$ cat config.mk
export PLATFORM = sky130hd
export DESIGN_NAME = rtc_hms_alarm
export DESIGN_NICKNAME = d
export VERILOG_FILES = /design/src/rtl/rtc_pkg.sv /design/src/rtl/rtc_hms_alarm_bcd_digit.sv /design/src/rtl/rtc_hms_alarm.sv
export SDC_FILE = /design/constraint.sdc
export NUM_CORES = 1
export LEC_CHECK = 0
export ABC_CLOCK_PERIOD_IN_PS = 2600
export BUFFER_PORTS_ARGS = -buffer_cell sky130_fd_sc_hd__buf_2
export CAP_MARGIN = 20
export CORE_MARGIN = 5
export CORE_UTILIZATION = 31
export CTS_BUF_LIST = sky130_fd_sc_hd__clkbuf_8
export DETAILED_ROUTE_END_ITERATION = 7
export GPL_ROUTABILITY_DRIVEN = 0
export PLACE_DENSITY = 0.62
export REMOVE_ABC_BUFFERS = 1
export SETUP_SLACK_MARGIN = 0.5
export SYNTH_ARGS = -nofsm -noshare
export SYNTH_HDL_FRONTEND = slang
export SYNTH_SLANG_ARGS = --single-unit
export TNS_END_PERCENT = 5
$ cat constraint.sdc
create_clock -name clk_1hz -period 2.6 [get_ports clk_1hz]
set_input_delay 0.39 -clock clk_1hz [delete_from_list [all_inputs] [get_ports clk_1hz]]
set_output_delay 0.39 -clock clk_1hz [all_outputs]
set_load 0.005 [all_outputs]
$ cat src/rtl/rtc_pkg.sv
// Shared types, limits and BCD validation for the time-of-day counter.
// Latency: n/a (package).
// Backpressure: n/a.
package rtc_pkg;
    typedef logic [3:0] bcd_digit_t;
    typedef logic [7:0] bcd_pair_t;

    localparam bcd_digit_t SEC_TENS_MAX = 4'd5;
    localparam bcd_digit_t DIGIT_MAX    = 4'd9;
    localparam bcd_pair_t  HR24_MAX     = 8'h23;
    localparam bcd_pair_t  HR12_MAX     = 8'h12;
    localparam bcd_pair_t  HR12_MIN     = 8'h01;
    localparam int         SNOOZE_TICKS = 300;

    // Both nibbles decimal and the pair not above max; for well-formed BCD
    // a plain binary compare orders the same way as the decimal value.
    function automatic logic bcd_pair_valid(input bcd_pair_t value, input bcd_pair_t max);
        return (value[7:4] <= DIGIT_MAX) && (value[3:0] <= DIGIT_MAX) && (value <= max);
    endfunction
endpackage

$ cat src/rtl/rtc_hms_alarm_bcd_digit.sv
// One BCD digit counting 0..MAX with carry out, synchronous clear and load.
// Latency: count updates on the edge after en/load; carry is combinational.
// Backpressure: none, en advances unconditionally.
module bcd_digit
    import rtc_pkg::*;
#(
    parameter logic [3:0] MAX = DIGIT_MAX
) (
    input  logic       clk_1hz,
    input  logic       clr,
    input  logic       en,
    input  logic       load,
    input  logic [3:0] load_val,
    output logic [3:0] count,
    output logic       carry
);
    assign carry = en && (count == MAX);

    // Digit register: clear beats load beats increment.
    always_ff @(posedge clk_1hz) begin
        if (clr) begin
            count <= 4'd0;
        end else if (load) begin
            count <= load_val;
        end else if (en) begin
            count <= (count == MAX) ? 4'd0 : count + 4'd1;
        end
    end
endmodule

$ cat src/rtl/rtc_hms_alarm.sv
// BCD hh:mm:ss clock, 12/24 h, prescaled tick, validated load, armed hh:mm alarm (snooze under RTC_SNOOZE_EN).
// Latency: a tick or load shows on the digits at the next clk_1hz edge; alarm_out rises on the edge that reaches hh:mm:00.
// Backpressure: none; load and alarm writes are accepted every cycle, run=0 freezes time.
module rtc_hms_alarm
    import rtc_pkg::*;
#(
    parameter int MODE_24H  = 1,
    parameter int TICK_DIV  = 1,
    parameter int ALARM_LEN = 60
) (
    input  logic       clk_1hz,
    input  logic       rst,
    input  logic       run,
    input  logic       set_en,
    input  logic [7:0] set_hr,
    input  logic [7:0] set_min,
    input  logic [7:0] set_sec,
    input  logic       set_pm,
    input  logic       alm_wr,
    input  logic [7:0] alm_hr,
    input  logic [7:0] alm_min,
    input  logic       alm_pm,
    input  logic       alm_disarm,
    input  logic       alarm_ack,
`ifdef RTC_SNOOZE_EN
    input  logic       snooze,
`endif
    output logic       set_err,
    output logic [3:0] hrm,
    output logic [3:0] hrl,
    output logic [3:0] minm,
    output logic [3:0] minl,
    output logic [3:0] secm,
    output logic [3:0] secl,
    output logic       pm,
    output logic       tick_sec,
    output logic       alarm_out
);
    localparam int             PW      = (TICK_DIV > 1) ? $clog2(TICK_DIV) : 1;
    localparam logic [PW-1:0]  PRE_MAX = PW'(TICK_DIV - 1);
    localparam bcd_pair_t      MS_MAX  = {SEC_TENS_MAX, DIGIT_MAX};
    localparam bcd_pair_t      HR_RST  = (MODE_24H != 0) ? 8'h00 : HR12_MAX;
    localparam logic [7:0]     LEN8    = 8'(ALARM_LEN);

    logic [PW-1:0] presc;
    logic          tick_raw, tick, load, set_ok, hr_ok;
    logic          c_secl, c_secm, c_minl, c_minm;
    bcd_pair_t     hr_q, hr_inc, hr_new, min_new;
    logic          pm_q, pm_inc, pm_new;
    bcd_pair_t     alm_hr_q, alm_min_q;
    logic          alm_pm_q, armed, alarm_match;
    logic [7:0]    alm_left;
`ifdef RTC_SNOOZE_EN
    logic [8:0]    snz_left;
    logic          snz_pend, snz_fire;
`endif

    // Load validation: hour range depends on the display mode.
    assign hr_ok  = (MODE_24H != 0) ? bcd_pair_valid(set_hr, HR24_MAX)
                                    : (bcd_pair_valid(set_hr, HR12_MAX) && (set_hr >= HR12_MIN));
    assign set_ok = hr_ok && bcd_pair_valid(set_min, MS_MAX) && bcd_pair_valid(set_sec, MS_MAX);
    assign load   = set_en && set_ok;

    // A valid load swallows the tick that would have happened on the same edge.
    assign tick_raw = run && (presc == PRE_MAX);
    assign tick     = tick_raw && !load;

    // Prescaler: free-runs only while run=1, restarts the second on a load.
    always_ff @(posedge clk_1hz) begin
        if (!rst || load) begin
            presc <= '0;
        end else if (run) begin
            presc <= tick_raw ? '0 : presc + PW'(1);
        end
    end

    bcd_digit #(.MAX(DIGIT_MAX)) u_secl (
        .clk_1hz(clk_1hz), .clr(!rst), .en(tick), .load(load),
        .load_val(set_sec[3:0]), .count(secl), .carry(c_secl));
    bcd_digit #(.MAX(SEC_TENS_MAX)) u_secm (
        .clk_1hz(clk_1hz), .clr(!rst), .en(c_secl), .load(load),
        .load_val(set_sec[7:4]), .count(secm), .carry(c_secm));
    bcd_digit #(.MAX(DIGIT_MAX)) u_minl (
        .clk_1hz(clk_1hz), .clr(!rst), .en(c_secm), .load(load),
        .load_val(set_min[3:0]), .count(minl), .carry(c_minl));
    bcd_digit #(.MAX(SEC_TENS_MAX)) u_minm (
        .clk_1hz(clk_1hz), .clr(!rst), .en(c_minl), .load(load),
        .load_val(set_min[7:4]), .count(minm), .carry(c_minm));

    // Next hour value: 24 h wraps 23->00, 12 h runs 11->12 (pm flips) and 12->01.
    always_comb begin
        hr_inc = hr_q;
        pm_inc = pm_q;
        if (MODE_24H != 0) begin
            if (hr_q == HR24_MAX)            hr_inc = 8'h00;
            else if (hr_q[3:0] == DIGIT_MAX) hr_inc = {hr_q[7:4] + 4'd1, 4'd0};
            else                             hr_inc = {hr_q[7:4], hr_q[3:0] + 4'd1};
        end else begin
            if (hr_q == HR12_MAX) begin
                hr_inc = HR12_MIN;
            end else if (hr_q == 8'h11) begin
                hr_inc = HR12_MAX;
                pm_inc = !pm_q;
            end else if (hr_q[3:0] == DIGIT_MAX) begin
                hr_inc = {hr_q[7:4] + 4'd1, 4'd0};
            end else begin
                hr_inc = {hr_q[7:4], hr_q[3:0] + 4'd1};
            end
        end
    end

    // Hour and pm register; pm is forced to 0 in 24 h mode.
    always_ff @(posedge clk_1hz) begin
        if (!rst) begin
            hr_q <= HR_RST;
            pm_q <= 1'b0;
        end else if (load) begin
            hr_q <= set_hr;
            pm_q <= (MODE_24H != 0) ? 1'b0 : set_pm;
        end else if (c_minm) begin
            hr_q <= hr_inc;
            pm_q <= pm_inc;
        end
    end

    // Time the counter will show after a seconds rollover, for the alarm compare.
    always_comb begin
        min_new = {minm, minl};
        if (minl == DIGIT_MAX) min_new = (minm == SEC_TENS_MAX) ? 8'h00 : {minm + 4'd1, 4'd0};
        else                   min_new = {minm, minl + 4'd1};
    end
    assign hr_new = ({minm, minl} == MS_MAX) ? hr_inc : hr_q;
    assign pm_new = ({minm, minl} == MS_MAX) ? pm_inc : pm_q;

    // Only a counted rollover can match; c_secm already implies a real tick.
    assign alarm_match = armed && c_secm && (min_new == alm_min_q) && (hr_new == alm_hr_q)
                         && ((MODE_24H != 0) || (pm_new == alm_pm_q));

    // Alarm setpoint and arm flag; disarm beats a simultaneous write.
    always_ff @(posedge clk_1hz) begin
        if (!rst) begin
            armed     <= 1'b0;
            alm_hr_q  <= HR_RST;
            alm_min_q <= 8'h00;
            alm_pm_q  <= 1'b0;
        end else if (alm_disarm) begin
            armed <= 1'b0;
        end else if (alm_wr) begin
            armed     <= 1'b1;
            alm_hr_q  <= alm_hr;
            alm_min_q <= alm_min;
            alm_pm_q  <= alm_pm;
        end
    end

`ifdef RTC_SNOOZE_EN
    assign snz_fire = snz_pend && tick && (snz_left == 9'd1);

    // Snooze countdown in ticks; cancelled by ack, disarm or a fresh match.
    always_ff @(posedge clk_1hz) begin
        if (!rst) begin
            snz_pend <= 1'b0;
            snz_left <= 9'd0;
        end else if (alarm_ack || alm_disarm || alarm_match) begin
            snz_pend <= 1'b0;
        end else if (snooze && alarm_out) begin
            snz_pend <= 1'b1;
            snz_left <= 9'(SNOOZE_TICKS);
        end else if (snz_pend && tick) begin
            if (snz_left == 9'd1) snz_pend <= 1'b0;
            snz_left <= snz_left - 9'd1;
        end
    end
`endif

    // Alarm output with tick-based hold time; ack/disarm win over a match.
    always_ff @(posedge clk_1hz) begin
        if (!rst) begin
            alarm_out <= 1'b0;
            alm_left  <= 8'd0;
        end else if (alarm_ack || alm_disarm) begin
            alarm_out <= 1'b0;
        end else if (alarm_match) begin
            alarm_out <= 1'b1;
            alm_left  <= LEN8;
`ifdef RTC_SNOOZE_EN
        end else if (snooze && alarm_out) begin
            alarm_out <= 1'b0;
        end else if (snz_fire) begin
            alarm_out <= 1'b1;
            alm_left  <= LEN8;
`endif
        end else if (alarm_out && tick) begin
            if (alm_left == 8'd1) alarm_out <= 1'b0;
            alm_left <= alm_left - 8'd1;
        end
    end

    // Registered status pulses.
    always_ff @(posedge clk_1hz) begin
        if (!rst) begin
            tick_sec <= 1'b0;
            set_err  <= 1'b0;
        end else begin
            tick_sec <= tick;
            set_err  <= set_en && !set_ok;
        end
    end

    assign hrm = hr_q[7:4];
    assign hrl = hr_q[3:0];
    assign pm  = pm_q;
endmodule

# After elaboration in Yosys (flattened, before gate mapping)
# Index checks and enable logic that the tools add are counted.
[word_totals]
reg_bits = 53
output_inout_bits = 28
word_cells = 106
[op_classes]
addsub = 8
n_lt_le_gt_ge = 9
eq_ne = 10
n_mux = 25
n_bitwise = 4
reduce_logical = 37
[ops]
columns = ["op", "n"]
rows = [
  ["$mux W8", 9],
  ["$mux W4", 12],
  ["$add A4 B1 Y4 const B", 6],
  ["$le A4 B4 Y1 const B", 6],
  ["$logic_and A1 B1 Y1", 20],
  ["$eq A8 B8 Y1", 2],
  ["$le A8 B7 Y1 const B", 2],
  ["$reduce_bool A2 Y1", 7],
  ["$eq A4 B4 Y1 const B", 3],
  ["$eq A4 B3 Y1 const B", 2],
  ["$eq A8 B1 Y1 const B", 1],
  ["$eq A8 B6 Y1 const B", 1],
  ["$eq A8 B7 Y1 const B", 1],
  ["$le A8 B6 Y1 const B", 1],
  ["$sub A8 B1 Y8 const B", 1],
  ["$reduce_and A2 Y1", 3],
  ["$mux W1", 4],
  ["$not A1 Y1", 4],
  ["$reduce_or A2 Y1", 2],
  ["$logic_not A1 Y1", 3],
  ["$logic_or A1 B1 Y1", 2],
  ["$add A1 B1 Y1 const B", 1],
]

# Depth between registers and ports, before layout
[logic_depth]
ltp_word = 15
mapped_depth = 11

# Modules after synthesis
# From an unflattened synthesis, not the netlist that was laid out.
[hier_totals]
cells_unflattened = 428
hier_area_um2 = 3313.2
[modules_own_cells]
columns = ["module", "n_inst", "cells_per_inst", "area_per_inst_um2", "seq_area_each_um2"]
rows = [
  ["rtc_hms_alarm", 1, 320, 2377.3, 740.7],
  ["bcd_digit at u_minl ...", 2, 28, 245.2, 80.1],
  ["bcd_digit at u_minm ...", 2, 26, 222.7, 80.1],
]

# Worst setup path after synthesis
# No wires, ideal clock.
[synth_timing]
kind = "flip-flop to flip-flop"
from = "register hr_q[0]"
to = "register alm_left[1]"
setup_ns = 0.116
t_arrival_ns = 2.242
path_slack_ns = 0.242
path_stages_with_launch = 10
synth_period_minus_slack_ns = 2.358
path_cell_list = "dfxtp_1 > ha_1 > nor3b_1 > a21o_1 > nor2_1 > xor2_1 > a211oi_1 > nand4_2 > nand2b_4 > and3_1"
[synth_via]
elab_chain_len = 8
word_cells_on_any_way = 11
[synth_lines]
columns = ["item", "line_no", "source"]
rows = [
  ["start, declared", "rtc_hms_alarm.sv:48", "bcd_pair_t hr_q, hr_inc, hr_new, min_new;"],
  ["start signal, assigned", "rtc_hms_alarm.sv:118", "hr_q <= set_hr;"],
  ["start signal, assigned", "rtc_hms_alarm.sv:121", "hr_q <= hr_inc;"],
  ["$add A4 B1 Y4 / $eq A4 B4 Y1 (equally long branches)", "-", ""],
  ["$mux W8", "rtc_hms_alarm.sv:96", "else if (hr_q[3:0] == DIGIT_MAX) hr_inc = {hr_q[7:4] + 4'd1, 4'd0};"],
  ["$mux W8", "rtc_hms_alarm.sv:95", "if (hr_q == HR24_MAX) hr_inc = 8'h00;"],
  ["$mux W8 (*)", "rtc_hms_alarm.sv:132", "assign hr_new = ({minm, minl} == MS_MAX) ? hr_inc : hr_q;"],
  ["$eq A8 B8 Y1 (*)", "rtc_hms_alarm.sv:136", "assign alarm_match = armed && c_secm && (min_new == alm_min_q) && (hr_new == alm_hr_q)"],
  ["$logic_and A1 B1 Y1 (*)", "rtc_hms_alarm.sv:136", ""],
  ["$reduce_bool A2 Y1 (no source line)", "-", ""],
  ["$reduce_and A2 Y1 (no source line)", "-", ""],
  ["end signal, assigned", "rtc_hms_alarm.sv:195", "alm_left <= alm_left - 8'd1;"],
  ["end, declared", "rtc_hms_alarm.sv:52", "logic [7:0] alm_left;"],
]
# Mark *: on every way between the ends. The rest lies on a longest branch, timed or not.
# A chain may end at the register's enable or synchronous reset.

# Worst setup path in the final report
[layout_timing]
from = "register hr_q[0]"
to = "register alm_left[5]"
# Same word-level chain as after synthesis.

==> results.py <==
metrics = {
    "grt": {
        "grt_busiest_layer": "met2",
        "grt_first_pass_wirelength_um": 17530,
        "globalRouteMet1Util_pct": 20.60,
        "antenna_found_initial": 0,
        "gr-usage-met3_pct": 3.212,
        "grt_pass1_vias": 3596,
        "grt.overflow.total": 0,
        "grt_max_degree": 26,
        "gr-usage-all-layers_pct": 15.87,
        "met2_usage_pct": 26.32,
    },
    "cells_and_area": {
        "nFillCells": 1175,
        "layout-drive-gt1-share_pct": 30.46,
        "layout.nets": 599,
        "antenna_cells": 0,
        "final-seq-area_um2": 1075,
        "syn2layout_area_growth_pct": 26.49,
        "multi_input_area_um2": 2412,
        "final_cells": 688,
        "final_area_um2": 4463,
    },
    "critical_path": {
        "endpoint_kind": "flip-flop",
        "worstPathRequired_ns": 2.77,
        "startpoint": "hr_q[0]$_SDFFE_PN0P_",
        "rr_endpoint": "alm_left[5]$_SDFFE_PN0P_",
        "cp_max_fo": 7,
        "reg2reg_setup_slack_ns": 0.25,
        "r2r_start": "hr_q[0]$_SDFFE_PN0P_",
        "reg2reg_depth": 9,
        "criticalPathCategory": "reg2reg",
        "cp.arrival_ns": 2.52,
        "cp-endpoint": "alm_left[5]$_SDFFE_PN0P_",
        "worstSetupStartpointType": "flip-flop",
    },
    "pwr": {
        "p_seq_share_pct": 55.4,
        "power_frac_comb_pct": 11.4,
        "p_per_area_nw_per_um2": 342.6,
        "swShare_pct": 27.67,
        "ir_worst_vdd_mv": 0.2050,
        "p_leak_nw": 1.807,
        "clkPwrFrac_pct": 33.1,
        "p_sw_w": 0.0004231,
        "intPower_w": 0.001106,
    },
    "floorplan": {
        "dieWidth_um": 116.7,
        "die_y_um": 116.7,
        "ioPinCount": 77,
        "rows": 39,
        "core_um2": 11270,
        "die_area_um2": 13620,
        "initial_core_util_pct": 31.30,
    },
    "sta": {
        "hold_ws_ns": 0.2513,
        "relSlewSlack_pct": 44.84,
        "finalCritPeriodShare_pct": 90.47,
        "rsz0062_at_grt": "yes",
        "skew_ns": 0.009968,
        "setup_viol": 0,
        "tightest_slew_ns": 0.8265,
        "hold_violations": 0,
        "fmax_mhz": 425.1,
        "fin_crit_ns": 2.352,
        "finalMaxSlewViolations": 0,
        "setup-tns-final_ns": 0,
    },
    "cts": {
        "cts_buffers": 5,
        "hold_buffers": 0,
        "h-tree-depth": 2,
        "clk_latency_ns": 0.32,
        "numClockSinks": 53,
        "cts_tree": "yes",
        "clk_pin_slew_ns": 0.11,
        "cts_buffer_depth": 2,
        "cts_root_buf": "clkbuf_8",
    },
    "hold_path": {
        "hold_path.class": "in2reg",
        "min_from": "run",
        "whs_path_depth": 2,
    },
    "synthesis": {
        "synth_common_cells": "nand2_1 (60), dfxtp_1 (53), nor2_1 (43), a21oi_1 (32), o21ai_0 (20)",
        "synth_edf_count": 0,
        "synth_cell_types": 70,
        "avgSynthCellArea_um2": 7.738,
        "yosys_warnings": 0,
        "ys_seq_area_share_pct": 30.07,
        "syn_inst": 456,
        "synthArstFlopShare_pct": 0,
        "synthMostInstantiatedCell": "nand2_1",
        "ys_top_cells_by_area": "dfxtp_1 (30%), nand2_1 (6.4%), nor2_1 (4.6%), a21oi_1 (4.5%), a211oi_1 (3.8%)",
        "synth_seq_cells": 53,
        "yosys.area.top_type": "dfxtp_1",
        "ys.flop_type": "dfxtp_1",
        "synth_top_area_share_pct": 30.07,
        "syn_area_um2": 3528,
    },
    "detailed_routing": {
        "antenna_left": 0,
        "drc_errors": 0,
        "vias": 3725,
        "first_pass_iters": 4,
        "avgRoutedWirePerCell_um": 15.71,
        "vias_per_cell": 5.414,
        "drt_iter0_markers": 258,
        "wl_um": 10810,
    },
    "placement": {
        "place_hpwl_um": 8317,
        "dp_cells": 674,
        "dpl_cell_area_um2": 4167,
        "port_buffers": 73,
    },
    "outcome": {
        "status": "complete, no violations",
    },
    "flow_run": {
        "max_cap_violations": 0,
    },
}
-- layout by cell type, fill, tap and decap left out, types with 6 or more instances in the layout --
cell and n:
buf_4 40, a31oi_1 7, dfxtp_1 46, o31ai_1 8, nand2_1 59, o21ai_0 19
inv_1 9, and3_1 9, a21oi_1 30, nand3_1 6, xnor2_1 15, buf_2 73
xor2_1 9, nor2b_1 12, a211oi_1 15, nor3_1 14, nor2_1 42
-- final cells by class --
| type | count | share of cell area, % |
|---|---|---|
| multi-input combinational | 361 | 54.05 |
| sequential | 53 | 24.08 |
| timing repair buffer | 113 | 14.91 |
| tap | 143 | 4.009 |
| clock buffer | 5 | 1.542 |
| inverter | 10 | 0.8410 |
| clock inverter | 3 | 0.5607 |
-- registers in the layout (all words and copies together) (netlist names), 4 cells and up --
name	cells
alm_left	8
alm_hr_q	8
u_minm.count	4
u_secm.count	4
u_secl.count	4
u_minl.count	4
alm_min_q	8
hr_q	8
-- through the flow --
step / setup WS (ns) / utilization, % / total power [W]
6_report: 0.2479 / 39.59 / 0.001529
5_1_grt: 0.1519 / 39.59 / 0.001611
4_1_cts: 0.2753 / 38.61 / 0.001549
3_5_place_dp: 0.02763 / 36.96 / 0.001039
3_3_place_gp: 0.1208 / 36.96 / 0.001034
2_1_floorplan: 0.2423 / - / 0.0009488
-- worst min path at each step --
| stage | end |
|---|---|
| after CTS | presc$_SDFFE_PP0P_ |
| after detailed placement | alm_min_q[7]$_SDFFE_PN0P_ |
| final | presc$_SDFFE_PP0P_ |
| after global placement | alm_min_q[7]$_SDFFE_PN0P_ |
| after floorplan | alm_min_q[0]$_SDFFE_PN0P_ |
| after global routing | presc$_SDFFE_PP0P_ |
-- per-layer routing --
layer,vias up,wire (µm)
met5,-,0
met4,0,255
met3,21,671
met2,112,5014
met1,1763,4864
li1,1829,-
-- repair_timing --
action | 4_1_cts | 5_1_grt
gates resized for setup | 20 | 20
buffers inserted | 4 | 2
pin swaps | 8 | 8
setup endpoints to repair | 9 | 15
-- critical path, cell delays in order (launching register included) --
cell and delay (ns):
dfxtp_4 0.37, ha_1 0.22, nor3b_4 0.19, and2_4 0.18
a211o_4 0.33, o311a_1 0.31, and4_1 0.21, nand4_4 0.13
nand2b_4 0.19, a211oi_2 0.07
-- power groups by stage --
stage          Combinational, W  Clock, W  Sequential [W]
2_1_floorplan         0.0000846         0        0.000864
3_5_place_dp           0.000170         0        0.000869
3_3_place_gp           0.000167         0        0.000867
4_1_cts                0.000174  0.000525        0.000850
6_report               0.000175  0.000506        0.000848
5_1_grt                0.000194  0.000565        0.000851
-- cells by family after synthesis --
family / Yosys count / synth area share, %
compound gates: 119 / 22.38
xor+xnor: 24 / 5.958
fa+ha+maj: 6 / 2.128
buf+inv: 42 / 5.638
flops: 53 / 30.07
mux: 4 / 1.135
other cells: 1 / 0.1063
simple gates: 207 / 32.59
Power figures use the tool's default switching activity.
